--- src/rtl/rc5_key_mix_if.sv ---
// RAM-side bus of the RC5 key-mixing stage: single-port synchronous S and L RAM interfaces.
// master = mixing engine, slave = RAM wrapper.
interface rc5_key_mix_if #(
    parameter int unsigned W        = 32,
    parameter int unsigned T_LENGTH = 4,
    parameter int unsigned C_LENGTH = 2
) ();
    logic [W-1:0]        iS_sub_i;
    logic [W-1:0]        oS_sub_i_prima;
    logic [T_LENGTH-1:0] oS_address;
    logic                oS_we;
    logic [W-1:0]        iL_sub_j;
    logic [W-1:0]        oL_sub_j_prima;
    logic [C_LENGTH-1:0] oL_address;
    logic                oL_we;

    modport master (
        input  iS_sub_i,
        input  iL_sub_j,
        output oS_sub_i_prima,
        output oS_address,
        output oS_we,
        output oL_sub_j_prima,
        output oL_address,
        output oL_we
    );

    modport slave (
        output iS_sub_i,
        output iL_sub_j,
        input  oS_sub_i_prima,
        input  oS_address,
        input  oS_we,
        input  oL_sub_j_prima,
        input  oL_address,
        input  oL_we
    );
endinterface

--- src/rtl/rc5_key_mix.sv ---
// RC5 key-schedule mixing stage: 3*max(T,C) iterations over the S and L RAMs.
// Define RC5_KEY_MIX_FAST_READ_EN for combinational-read RAMs (4-cycle iterations).
module rc5_key_mix #(
    parameter int unsigned T        = 16,
    parameter int unsigned C        = 4,
    parameter int unsigned W        = 32,
    parameter int unsigned T_LENGTH = $clog2(T),
    parameter int unsigned C_LENGTH = (C > 1) ? $clog2(C) : 1,
    parameter int unsigned N        = 3 * ((T > C) ? T : C),
    parameter int unsigned K_LENGTH = $clog2(N)
) (
    input  logic          clk,
    input  logic          rst,
    input  logic          iStart,
    rc5_key_mix_if.master ramBus,
    output logic          oDone
);
    localparam int unsigned LOGW = $clog2(W);
    localparam logic [T_LENGTH-1:0] ILast = T_LENGTH'(T - 1);
    localparam logic [C_LENGTH-1:0] JLast = C_LENGTH'(C - 1);
    localparam logic [K_LENGTH-1:0] KLast = K_LENGTH'(N - 1);

    typedef enum logic [2:0] {
        StIdle,
        StSetAddr,
        StWaitRead,
        StCalcA,
        StCalcB,
        StNext,
        StDone
    } state_e;

    state_e              stateQ, stateD;
    logic [W-1:0]        aQ, aD;
    logic [W-1:0]        bQ, bD;
    logic [W-1:0]        ljQ, ljD;
    logic [T_LENGTH-1:0] iQ, iD;
    logic [C_LENGTH-1:0] jQ, jD;
    logic [K_LENGTH-1:0] kQ, kD;
    logic [T_LENGTH-1:0] sAddrQ, sAddrD;
    logic [C_LENGTH-1:0] lAddrQ, lAddrD;
    logic [W-1:0]        sDataQ, sDataD;
    logic [W-1:0]        lDataQ, lDataD;
    logic                sWeQ, sWeD;
    logic                lWeQ, lWeD;
    logic                doneQ, doneD;

    logic [W-1:0] abSum;
    logic [W-1:0] sumA;
    logic [W-1:0] sumB;
    logic [W-1:0] aNew;
    logic [W-1:0] bNew;

    // Rotate via a doubled word so a zero amount passes the value through untouched.
    function automatic logic [W-1:0] rotl(input logic [W-1:0] x, input logic [LOGW-1:0] s);
        logic [2*W-1:0] dbl;
        dbl = {x, x} << s;
        return dbl[2*W-1:W];
    endfunction

    always_comb begin
        stateD = stateQ;
        aD     = aQ;
        bD     = bQ;
        ljD    = ljQ;
        iD     = iQ;
        jD     = jQ;
        kD     = kQ;
        sAddrD = sAddrQ;
        lAddrD = lAddrQ;
        sDataD = sDataQ;
        lDataD = lDataQ;
        sWeD   = sWeQ;
        lWeD   = lWeQ;
        doneD  = doneQ;

        abSum = aQ + bQ;
        sumA  = ramBus.iS_sub_i + aQ + bQ;
        sumB  = ljQ + abSum;
        aNew  = rotl(sumA, LOGW'(3));
        bNew  = rotl(sumB, abSum[LOGW-1:0]);

        case (stateQ)
            StIdle: begin
                if (iStart) begin
                    stateD = StSetAddr;
                end
            end
            StSetAddr: begin
                sAddrD = iQ;
                lAddrD = jQ;
                sWeD   = 1'b0;
                lWeD   = 1'b0;
`ifdef RC5_KEY_MIX_FAST_READ_EN
                stateD = StCalcA;
`else
                stateD = StWaitRead;
`endif
            end
            StWaitRead: begin
                stateD = StCalcA;
            end
            StCalcA: begin
                aD     = aNew;
                sDataD = aNew;
                sWeD   = 1'b1;
                ljD    = ramBus.iL_sub_j;
                stateD = StCalcB;
            end
            StCalcB: begin
                // aQ already holds the freshly mixed S[i] here.
                bD     = bNew;
                lDataD = bNew;
                sWeD   = 1'b0;
                lWeD   = 1'b1;
                stateD = StNext;
            end
            StNext: begin
                lWeD = 1'b0;
                iD   = (iQ == ILast) ? '0 : iQ + 1'b1;
                jD   = (jQ == JLast) ? '0 : jQ + 1'b1;
                if (kQ == KLast) begin
                    doneD  = 1'b1;
                    stateD = StDone;
                end else begin
                    kD     = kQ + 1'b1;
                    stateD = StSetAddr;
                end
            end
            StDone: begin
                sWeD  = 1'b0;
                lWeD  = 1'b0;
                doneD = 1'b1;
            end
            default: begin
                stateD = StIdle;
            end
        endcase
    end

    // Dropping iStart behaves exactly like rst; a partial table is abandoned.
    always_ff @(posedge clk) begin
        if (rst || !iStart) begin
            stateQ <= StIdle;
            aQ     <= '0;
            bQ     <= '0;
            ljQ    <= '0;
            iQ     <= '0;
            jQ     <= '0;
            kQ     <= '0;
            sAddrQ <= '0;
            lAddrQ <= '0;
            sDataQ <= '0;
            lDataQ <= '0;
            sWeQ   <= 1'b0;
            lWeQ   <= 1'b0;
            doneQ  <= 1'b0;
        end else begin
            stateQ <= stateD;
            aQ     <= aD;
            bQ     <= bD;
            ljQ    <= ljD;
            iQ     <= iD;
            jQ     <= jD;
            kQ     <= kD;
            sAddrQ <= sAddrD;
            lAddrQ <= lAddrD;
            sDataQ <= sDataD;
            lDataQ <= lDataD;
            sWeQ   <= sWeD;
            lWeQ   <= lWeD;
            doneQ  <= doneD;
        end
    end

    assign ramBus.oS_address     = sAddrQ;
    assign ramBus.oS_sub_i_prima = sDataQ;
    assign ramBus.oS_we          = sWeQ;
    assign ramBus.oL_address     = lAddrQ;
    assign ramBus.oL_sub_j_prima = lDataQ;
    assign ramBus.oL_we          = lWeQ;
    assign oDone                 = doneQ;

endmodule

--- src/flat_wrapper.sv ---
// flat-port wrapper written by rule: the top's interface ports become plain ports
module rc5_key_mix_flat 
#(
    parameter int unsigned T        = 16,
    parameter int unsigned C        = 4,
    parameter int unsigned W        = 32,
    parameter int unsigned T_LENGTH = $clog2(T),
    parameter int unsigned C_LENGTH = (C > 1) ? $clog2(C) : 1,
    parameter int unsigned N        = 3 * ((T > C) ? T : C),
    parameter int unsigned K_LENGTH = $clog2(N)
)
  (clk, rst, iStart, oDone, ramBus_iS_sub_i, ramBus_iL_sub_j, ramBus_oS_sub_i_prima, ramBus_oS_address, ramBus_oS_we, ramBus_oL_sub_j_prima, ramBus_oL_address, ramBus_oL_we);
  rc5_key_mix_if #(.W(W), .T_LENGTH(T_LENGTH), .C_LENGTH(C_LENGTH)) ramBus_i ();
  input  logic clk;
  input  logic rst;
  input  logic iStart;
  output logic oDone;
  input wire logic [$bits(ramBus_i.iS_sub_i)-1:0] ramBus_iS_sub_i;
  input wire logic [$bits(ramBus_i.iL_sub_j)-1:0] ramBus_iL_sub_j;
  output wire logic [$bits(ramBus_i.oS_sub_i_prima)-1:0] ramBus_oS_sub_i_prima;
  output wire logic [$bits(ramBus_i.oS_address)-1:0] ramBus_oS_address;
  output wire logic [$bits(ramBus_i.oS_we)-1:0] ramBus_oS_we;
  output wire logic [$bits(ramBus_i.oL_sub_j_prima)-1:0] ramBus_oL_sub_j_prima;
  output wire logic [$bits(ramBus_i.oL_address)-1:0] ramBus_oL_address;
  output wire logic [$bits(ramBus_i.oL_we)-1:0] ramBus_oL_we;
  assign ramBus_i.iS_sub_i = ramBus_iS_sub_i;
  assign ramBus_i.iL_sub_j = ramBus_iL_sub_j;
  assign ramBus_oS_sub_i_prima = ramBus_i.oS_sub_i_prima;
  assign ramBus_oS_address = ramBus_i.oS_address;
  assign ramBus_oS_we = ramBus_i.oS_we;
  assign ramBus_oL_sub_j_prima = ramBus_i.oL_sub_j_prima;
  assign ramBus_oL_address = ramBus_i.oL_address;
  assign ramBus_oL_we = ramBus_i.oL_we;
  rc5_key_mix #(.T(T), .C(C), .W(W), .T_LENGTH(T_LENGTH), .C_LENGTH(C_LENGTH), .N(N), .K_LENGTH(K_LENGTH)) u_core (.clk(clk), .rst(rst), .iStart(iStart), .ramBus(ramBus_i), .oDone(oDone));
endmodule
--- config.mk ---
export PLATFORM = sky130hd
export DESIGN_NAME = rc5_key_mix_flat
export DESIGN_NICKNAME = d
export VERILOG_FILES = /design/src/rtl/rc5_key_mix_if.sv /design/src/rtl/rc5_key_mix.sv /design/src/flat_wrapper.sv
export SDC_FILE = /design/constraint.sdc
export NUM_CORES = 1
export LEC_CHECK = 0
export ABC_AREA = 1
export ABC_CLOCK_PERIOD_IN_PS = 5500
export BUFFER_PORTS_ARGS = -buffer_cell sky130_fd_sc_hd__buf_2
export CAP_MARGIN = 5
export CORE_MARGIN = 2
export CORE_UTILIZATION = 60
export CTS_CLUSTER_SIZE = 25
export DETAILED_ROUTE_END_ITERATION = 8
export PLACE_DENSITY = 0.86
export REMOVE_ABC_BUFFERS = 1
export SETUP_SLACK_MARGIN = 0.02
export SYNTH_ARGS = -nofsm -noshare
export SYNTH_HDL_FRONTEND = slang
export SYNTH_SLANG_ARGS = --single-unit
--- constraint.sdc ---
create_clock -name clk -period 5.5 [get_ports clk]
set_input_delay 1.1 -clock clk [delete_from_list [all_inputs] [get_ports clk]]
set_output_delay 1.1 -clock clk [all_outputs]
set_load 0.02 [all_outputs]
==> results.cfg, run 1 <==
[status]
status = finished, final reports clean

[timing]
fin_hold_ws_ns = 0.476
timing.slew.headroom = 0.164
rsz0062_at_grt = false
finalSetupViolCount = 0
finalWorstSetupSlack_ns = 0.423
report.final.hold_viol_count = 0
worst_slew_pin_slew_ns = 1.25
setup_tns_ns = 0
fin_crit_ns = 5.08
fmax_ghz = 0.197
final-max-slew-violation-count = 0
period_share = 0.923
fin_skew_ns = 0.0142

[synth]
synthAdderAreaFrac = 0.150
syn_area_per_cell_um2 = 6.15
yosysTopAreaCellShare = 0.188
synth_top_family_by_area = simple AND/OR/NAND/NOR gates
synth_area_leaders = dfxtp_1 19%, nand2_1 14%, nand3_1 12%
synth_most_common_cell = nand2_1
ys.flop_type = dfxtp_1
ys_async_sr_fraction = 0
synth_cells = 2075
syn_area_um2 = 12800
ys_seq_elements = 120
synth.distinct_cells = 47
synth-compound-area-share = 0.132
yosys-top-cells-count = 486 x nand2_1, 315 x nand3_1, 256 x inv_1, 213 x nor2_1, 130 x a21oi_1
ys.warnings.count = 0
synthSimpleGateAreaFrac = 0.382
synthMuxAreaShare = 0.00235
synth_xor_area_frac = 0.0398
synth_top_cell_by_area = dfxtp_1
synth_enable_flop_cells = 0
seq_area_frac_synth = 0.188

[floorplanning]
die_w_um = 150
num_rows = 53
coreArea_um2 = 21000
dieArea_um2 = 22400
start_util = 0.609
die_y_um = 150
ios = 140

[setup_path]
worstPathRequired_ns = 5.77
r2r_start = u_core.ramBus.oS_sub_i_prima[2]
cp-end-kind = flop
critPathLaunch = u_core.ramBus.oS_sub_i_prima[2]
critical_path_class = reg -> reg
worstPathArrival_ns = 5.35
crit_fanout = 6
crit_path_start_kind = flop

[routing]
vias = 14600
antenna_left = 0
drtPass1Iterations = 8
wl_per_cell_um = 18.2
viasPerCell = 5.90
drt_wl_total_mm = 44.9
drc = 0
dr.first_iter.drc_count = 1444

[placed_design]
io_buffers = 139
place_congestion = 1.06
place_hpwl_mm = 35.0
place_worst_setup_slack_ns = 0.511

[clocking]
cts_root_buf = clkbuf_16
clk_pin_slew_ns = 0.06
clock_path_buffers = 2
numClockSinks = 120
htree_levels = 4
cts_tree = yes
cts-resized-gates = 0
postCtsSetupBuffers = 0
postCtsHoldBufs = 0
worstSkewPairLatency_ns = 0.43
cts_inserted_buffers = 17

[run]
cap_viol_max_count = 0

[finish]
multi_input_area_um2 = 9070
seqCellArea_um2 = 2400
drive_gt1_frac = 0.125
area_growth_pct = 11.8
fin_nets = 2381
diodes = 0
fillCellCount = 1902
post-route-util = 0.680

[pwr]
p_leak_nw = 7.70
pwr_density_cell_nw_per_um2 = 154
ir_worst_vdd_v = 0.000172

[global_route]
antenna_found_initial = 1
grt_remaining_overflow = 0
grt_max_degree = 76
grtUsageTotal = 0.400
grt_pass1_wl_mm = 70.2
first_global_vias = 13300

[worst_hold_path]
hold_path.startpoint = u_core.kQ[5]
hold_class = reg -> reg
## power breakdown
group,total [mW],internal [mW],switching [mW]
Clock,1.15,0.670,0.476
Sequential,0.878,0.873,0.00420
Combinational,0.171,0.0607,0.110
## final timing paths
path	end	slack, ns	cells after the start
setup reg to reg	u_core.ramBus.oL_sub_j_prima[10]	0.42	27
hold reg to reg	u_core.kQ[5]	0.48	1
hold / removal	u_core.kQ[5]	0.48	1
setup / recovery	u_core.ramBus.oL_sub_j_prima[10]	0.42	27
## cells by family (layout without fill, tap and decap cells)
kind of cell | Yosys count | count (layout)
AND/OR/NAND/NOR | 1112 | 1112
buffers and inverters | 352 | 471
AO/OA/AOI/OAI | 297 | 297
adder cells (fa/ha/maj) | 133 | 133
flip-flops | 120 | 120
XOR/XNOR | 58 | 58
multiplexers | 3 | 3
## worst max-delay path, stage by stage (launching register included)
cell and delay (ns):
dfxtp_1 0.44, ha_1 0.32, or2_0 0.28, nand3_1 0.11
nand2_1 0.17, a21oi_2 0.24, o21bai_2 0.11, a21boi_2 0.25
o21ai_2 0.11, a21oi_2 0.22, o21bai_1 0.12, xor2_1 0.17
ha_1 0.47, nand2_1 0.14, nor2_1 0.25, and2_1 0.21
and2_1 0.13, nand2_1 0.07, nand4_1 0.11, nand3_1 0.13
nand3_1 0.15, nand3_1 0.15, nand3_1 0.13, nand3_1 0.10
nand2_1 0.08, inv_1 0.04, nand2_1 0.13, a21oi_1 0.08
## metal layers
metal,track usage,vias up,routed length (um)
li1,-,6997,-
met1,0.537,6624,18700
met2,0.624,825,19600
met3,0.0896,116,4850
met4,0.156,0,1790
met5,0,-,0
## layout make-up
type	count	area share
inverters	288	0.0758
well taps	275	0.0241
flip-flops and latches	120	0.168
clock inverters	14	0.0104
multi-input cells	1603	0.636
repair buffers	151	0.0551
clock buffers	18	0.0301
## registers in the layout, indices dropped and copies added (netlist names), 2 cells and up
signal and count:
u_core.ljQ 32, u_core.ramBus.oL_sub_j_prima 32, u_core.ramBus.oS_sub_i_prima 32, u_core.kQ 6
u_core.iQ 4, u_core.ramBus.oS_address 4, u_core.stateQ 3, u_core.jQ 2
u_core.ramBus.oL_address 2
## stage by stage
step,power (mW),cells,cell area [um2]
finish,2.20,2469,14300
global route,2.25,2469,14300
CTS,2.19,2469,14200
detailed placement,1.06,2437,13700
global placement,1.06,2437,13700
floorplan,0.996,2011,12500
## layout by cell type (no fill, tap or decap), types with 17 or more instances in the layout
| cell type | n |
|---|---|
| fa_1 | 34 |
| xor2_1 | 30 |
| inv_2 | 27 |
| nand3_1 | 315 |
| nor3_1 | 17 |
| buf_2 | 139 |
| nand2_1 | 485 |
| nor2_1 | 210 |
| nand4_1 | 28 |
| ha_1 | 99 |
| nand3_2 | 20 |
| clkbuf_16 | 17 |
| dfxtp_1 | 120 |
| o21ai_0 | 91 |
| inv_1 | 256 |
| a21oi_1 | 129 |
| xnor2_1 | 24 |
| o211ai_1 | 17 |
Power figures use the tool's default switching activity.
==> inputs of run 2 (changes only) <==
- PLACE_DENSITY: 0.86 -> 0.82
==> run 2 against run 1 <==
  * Total power increased by 6.5%
  * Sequential share of layout area is 0.096 points lower
  * Final cell count is essentially flat
  * Via count decreased by 0.95%
  * Critical endpoint is now u_core.ramBus.oL_sub_j_prima[30]
  * Largest power group unchanged
  * Maximum frequency shrank 0.51%
==> results.cfg, run 2 (synthesis results as in run 1) <==
[pwr]
pwr_density_cell_nw_per_um2 = 163
power.share.sequential = 0.375
switching_share = 0.267
internal_power_mw = 1.72
switchingPower_mw = 0.624
ir_worst_vdd_v = 0.000186
p_comb_frac = 0.072
p_leak_nw = 7.74
clkPwrFrac = 0.553

[finish]
final_common_cell = nand2_1
area_growth_pct = 12.4
final_cell_mix = 485 x nand2_1, 315 x nand3_1, 256 x inv_1
drive_gt1_frac = 0.126
diodes = 0
fin_nets = 2382

[clocking]
cts_inserted_buffers = 17
cts_tree = yes
clock_path_buffers = 2
worstSkewPairLatency_ns = 0.44
htree_levels = 4
numClockSinks = 120
clk_pin_slew_ns = 0.06
cts_root_buf = clkbuf_16

[global_route]
grt_remaining_overflow = 0
antenna_found_initial = 0
grtUsageTotal = 0.398
top_usage_layer = met2
met2_usage = 0.607
grt_use_met3 = 0.0909
grtUsageMet1 = 0.529
grt_pass1_wl_mm = 69.7
first_global_vias = 13500
grt_max_degree = 75

[placed_design]
io_buffers = 139
place_hpwl_mm = 34.7
place_worst_setup_slack_ns = 0.502
place_congestion = 1.04

[timing]
finalSetupViolCount = 0
fin_skew_ns = 0.0173
finalWorstSetupSlack_ns = 0.397
period_share = 0.928
fmax_ghz = 0.196
setup_tns_ns = 0
final-max-slew-violation-count = 0
worst_slew_pin_slew_ns = 1.10
fin_crit_ns = 5.10
timing.slew.headroom = 0.263
rsz0062_at_grt = false
report.final.hold_viol_count = 0

[setup_path]
worstPathRequired_ns = 5.78
crit_path_start_kind = flop
critical_path_class = reg -> reg
crit_fanout = 5
ff2ff_path_depth = 27
worstPathArrival_ns = 5.38
cp-end-kind = flop

[routing]
dr.first_iter.drc_count = 1284
drtPass1Iterations = 6
viasPerCell = 5.84
wl_per_cell_um = 17.9
antenna_left = 0
drt_wl_total_mm = 44.1
vias = 14400
drc = 0

[worst_hold_path]
whs_path_depth = 1
hold_class = reg -> reg

[floorplanning]
die_w_um = 150
num_rows = 53
start_util = 0.609
dieArea_um2 = 22400
ios = 140
die_y_um = 150
coreArea_um2 = 21000

[run]
cap_viol_max_count = 0

[status]
status = finished, final reports clean
==> run 2: cell count changes in the layout (fill, tap and decap cells not counted), moves of 2 or more <==
cell        change
inv_8           +5
bufinv_16       +2
clkinvlp_4      -2
clkinv_2        -4
==> run 2: repair_timing <==
item,in CTS,in global routing
endpoints found under the setup margin,0,32
buffers inserted,0,0
gates resized for setup,0,4
hold buffers,0,0
==> run 2: final timing paths <==
kind | end | slack, ns | startpoint
worst min-delay path | u_core.kQ[5] | 0.47 | u_core.kQ[5]
worst max register to register | u_core.ramBus.oL_sub_j_prima[30] | 0.40 | u_core.ramBus.oL_sub_j_prima[3]
worst max-delay path | u_core.ramBus.oL_sub_j_prima[30] | 0.40 | u_core.ramBus.oL_sub_j_prima[3]
worst min register to register | u_core.kQ[5] | 0.47 | u_core.kQ[5]
==> run 2: power by group through the flow <==
stage / logic, mW / registers, mW / clock network [mW]
final: 0.169 / 0.877 / 1.29
after global routing: 0.186 / 0.877 / 1.33
after detailed placement: 0.164 / 0.897 / 0
after CTS: 0.165 / 0.877 / 1.30
after floorplan: 0.0966 / 0.899 / 0
after global placement: 0.159 / 0.897 / 0
==> run 2: layout make-up <==
cell class | count | area [um2]
flip-flops and latches | 120 | 2400
inverters | 288 | 1080
clock inverters | 15 | 229
multi-input cells | 1603 | 9070
well taps | 275 | 344
fillers | 1936 | 6610
repair buffers | 152 | 793
clock buffers | 17 | 425
==> run 2: metrics by stage <==
step           instances  instance area, um2  power [mW]  hold WS [ns]   util
2_1_floorplan       2011               12500       0.996         0.426      -
3_3_place_gp        2438               13700        1.06         0.441  0.652
3_5_place_dp        2438               13700        1.06         0.455  0.652
4_1_cts             2470               14300        2.34         0.469  0.684
5_1_grt             2470               14300        2.40         0.485  0.684
6_report            2470               14300        2.34         0.468  0.684
==> run 2: critical path: stages (launching register included) <==
cell      delay (ns)
dfxtp_1         0.43
ha_1            0.34
a21oi_1         0.22
o21ai_2         0.12
a21oi_1         0.30
o221ai_2        0.16
a21oi_1         0.35
o21ai_1         0.16
a21boi_1        0.27
o21bai_2        0.14
xor2_2          0.20
ha_1            0.38
nand2_1         0.09
inv_1           0.11
nand2_1         0.10
nor3_1          0.29
and2_1          0.18
nand2_1         0.09
nand3_1         0.12
nand3_1         0.13
nand3_1         0.17
nand3_1         0.12
nand3_1         0.12
nand3_1         0.09
nand2_1         0.10
inv_1           0.04
nand2_1         0.08
a21oi_1         0.06
==> run 2: layer usage <==
metal  wire length [um]  vias to the layer above
met3               4310                      121
met4               2160                        0
met2              18800                      715
li1                   -                     7014
met5                  0                        -
met1              18900                     6573
==> inputs of run 3 (changes only) <==
--- a/config.mk
+++ b/config.mk
@@ -8,5 +8,4 @@
 export ABC_AREA = 1
 export ABC_CLOCK_PERIOD_IN_PS = 5500
-export BUFFER_PORTS_ARGS = -buffer_cell sky130_fd_sc_hd__buf_2
 export CAP_MARGIN = 5
 export CORE_MARGIN = 2
@@ -14,5 +13,6 @@
 export CTS_CLUSTER_SIZE = 25
 export DETAILED_ROUTE_END_ITERATION = 8
-export PLACE_DENSITY = 0.82
+export DONT_BUFFER_PORTS = 1
+export PLACE_DENSITY = 0.77
 export REMOVE_ABC_BUFFERS = 1
 export SETUP_SLACK_MARGIN = 0.02
==> constraint.sdc (replaced) <==
create_clock -name clk -period 5.5 [get_ports clk]
set_input_delay 0.825 -clock clk [delete_from_list [all_inputs] [get_ports clk]]
set_output_delay 0.825 -clock clk [all_outputs]
set_load 0.02 [all_outputs]
==> run 3 against run 2 <==
  * Sequential power up 0.5%
  * Core utilization down 2.8 points
  * Final cell count down 4.6%
  * Clock skew down 0.0027 ns
  * Maximum frequency up 0.87%
  * Clock power down 11%
  * Critical path depth up 1
  * First-iteration DRC count up 1.4%
  * Combinational power down 18%
  * Critical path type unchanged
  * Largest cell class unchanged
  * Largest power group unchanged
==> results.cfg, run 3 (synthesis results as in run 1) <==
[clocking]
numClockSinks = 120
postCtsSetupBuffers = 0
clock_path_buffers = 2
clk_pin_slew_ns = 0.06
htree_levels = 4
worstSkewPairLatency_ns = 0.44
cts_root_buf = clkbuf_16
cts_inserted_buffers = 17
cts_tree = yes

[finish]
final_cell_mix = 485 x nand2_1, 315 x nand3_1, 255 x inv_1
area_growth_pct = 7.84
diodes = 0
postLayoutCellArea_um2 = 13800
fin_nets = 2269
final_common_cell = nand2_1
drive_gt1_frac = 0.0773
post-route-util = 0.656

[routing]
drc = 0
wl_per_cell_um = 19.0
viasPerCell = 5.99
drt_wl_total_mm = 44.9
antenna_left = 0
vias = 14100
drtPass1Iterations = 6
dr.first_iter.drc_count = 1302

[pwr]
pwr_density_cell_nw_per_um2 = 157
ir_worst_vdd_v = 0.000185
p_leak_nw = 7.16

[global_route]
first_global_vias = 13100
grtUsageTotal = 0.406
antenna_found_initial = 2
grt_pass1_wl_mm = 70.7
grt_remaining_overflow = 0
grt_max_degree = 75

[placed_design]
placed_area_um2 = 13200
place_hpwl_mm = 35.4
place_worst_setup_slack_ns = 0.478
io_buffers = 0
place_congestion = 1.06

[floorplanning]
dieArea_um2 = 22400
coreArea_um2 = 21000
die_w_um = 150
num_rows = 53
die_y_um = 150
start_util = 0.609
ios = 140

[worst_hold_path]
hold_class = reg -> reg
hold_path.startpoint = u_core.kQ[5]
min_delay_worst_endpoint = u_core.kQ[5]
whs_path_depth = 1

[timing]
report.final.hold_viol_count = 0
period_share = 0.920
rsz0062_at_grt = false
final-max-slew-violation-count = 0
finalWorstSetupSlack_ns = 0.441
timing.slew.headroom = 0.162
fin_skew_ns = 0.0145
fmax_ghz = 0.198
finalSetupViolCount = 0
fin_crit_ns = 5.06
setup_tns_ns = 0
worst_slew_pin_slew_ns = 1.26

[setup_path]
ff2ff_path_depth = 28
reg2reg_slack_ns = 0.44
worst-path-buf-inv = 2
r2r_end = u_core.ramBus.oL_sub_j_prima[0]
worstPathArrival_ns = 5.34
r2r_start = u_core.ramBus.oS_sub_i_prima[0]
crit_top_cell = nand2_1
worstPathRequired_ns = 5.78
critPathMaxStageDelay_ns = 0.44
cp-end-kind = flop
slowest_stage = fa_1
cpLargestDelayFamily = compound AO/OA/AOI/OAI gates
crit_fanout = 3
crit_path_start_kind = flop
critical_path_class = reg -> reg

[run]
cap_viol_max_count = 0

[status]
status = finished, final reports clean
==> run 3: cell count changes in the layout (fill, tap and decap cells not counted), sizes merged <==
cell and delta:
clkbuf +1, buf -113, inv -4, clkinv +1
bufinv -3, clkinvlp +5
==> run 3: worst max path at each step <==
| stage | end | slack (ns) | cells after the start | start |
|---|---|---|---|---|
| 3_3_place_gp | u_core.ramBus.oL_sub_j_prima[9] | 0.57 | 27 | u_core.ramBus.oL_sub_j_prima[0] |
| 2_1_floorplan | u_core.ramBus.oL_sub_j_prima[14] | 0.88 | 24 | u_core.ramBus.oL_sub_j_prima[0] |
| 3_5_place_dp | u_core.ramBus.oL_sub_j_prima[9] | 0.48 | 27 | u_core.ramBus.oS_sub_i_prima[0] |
| 4_1_cts | u_core.ramBus.oL_sub_j_prima[9] | 0.44 | 27 | u_core.ramBus.oS_sub_i_prima[0] |
| 6_report | u_core.ramBus.oL_sub_j_prima[0] | 0.44 | 28 | u_core.ramBus.oS_sub_i_prima[0] |
| 5_1_grt | u_core.ramBus.oL_sub_j_prima[25] | 0.06 | 28 | u_core.ramBus.oS_sub_i_prima[0] |
==> run 3: cell type report <==
type / count / area (um2)
fillers: 1906 / 7200
well taps: 275 / 344
clock inverters: 14 / 140
repair buffers: 39 / 293
inverters: 288 / 1080
flip-flops and latches: 120 / 2400
multi-input cells: 1603 / 9050
clock buffers: 18 / 439
==> run 3: routing by layer <==
layer | vias to the layer above | wire length, um | track usage
met1 | 6458 | 19100 | 0.548
li1 | 6773 | - | -
met4 | 2 | 2150 | 0.184
met3 | 139 | 4440 | 0.0902
met5 | - | 12 | 0
met2 | 744 | 19200 | 0.617
==> run 3: repair_timing <==
action                     CTS  global route
gates resized for setup      0             2
setup endpoints to repair    0            23
hold buffers                 0             0
==> run 3: per-stage QoR <==
step | hold slack [ns] | cells | power, mW
after global routing | 0.474 | 2357 | 2.22
after CTS | 0.462 | 2357 | 2.16
final | 0.462 | 2357 | 2.17
after detailed placement | 0.441 | 2325 | 1.03
after floorplan | 0.426 | 2011 | 0.996
after global placement | 0.440 | 2325 | 1.03
==> run 3: where the power goes <==
group          internal [mW]  switching, mW  total, mW
Clock                  0.645          0.502       1.15
Sequential             0.873        0.00737      0.881
Combinational         0.0431         0.0958      0.139
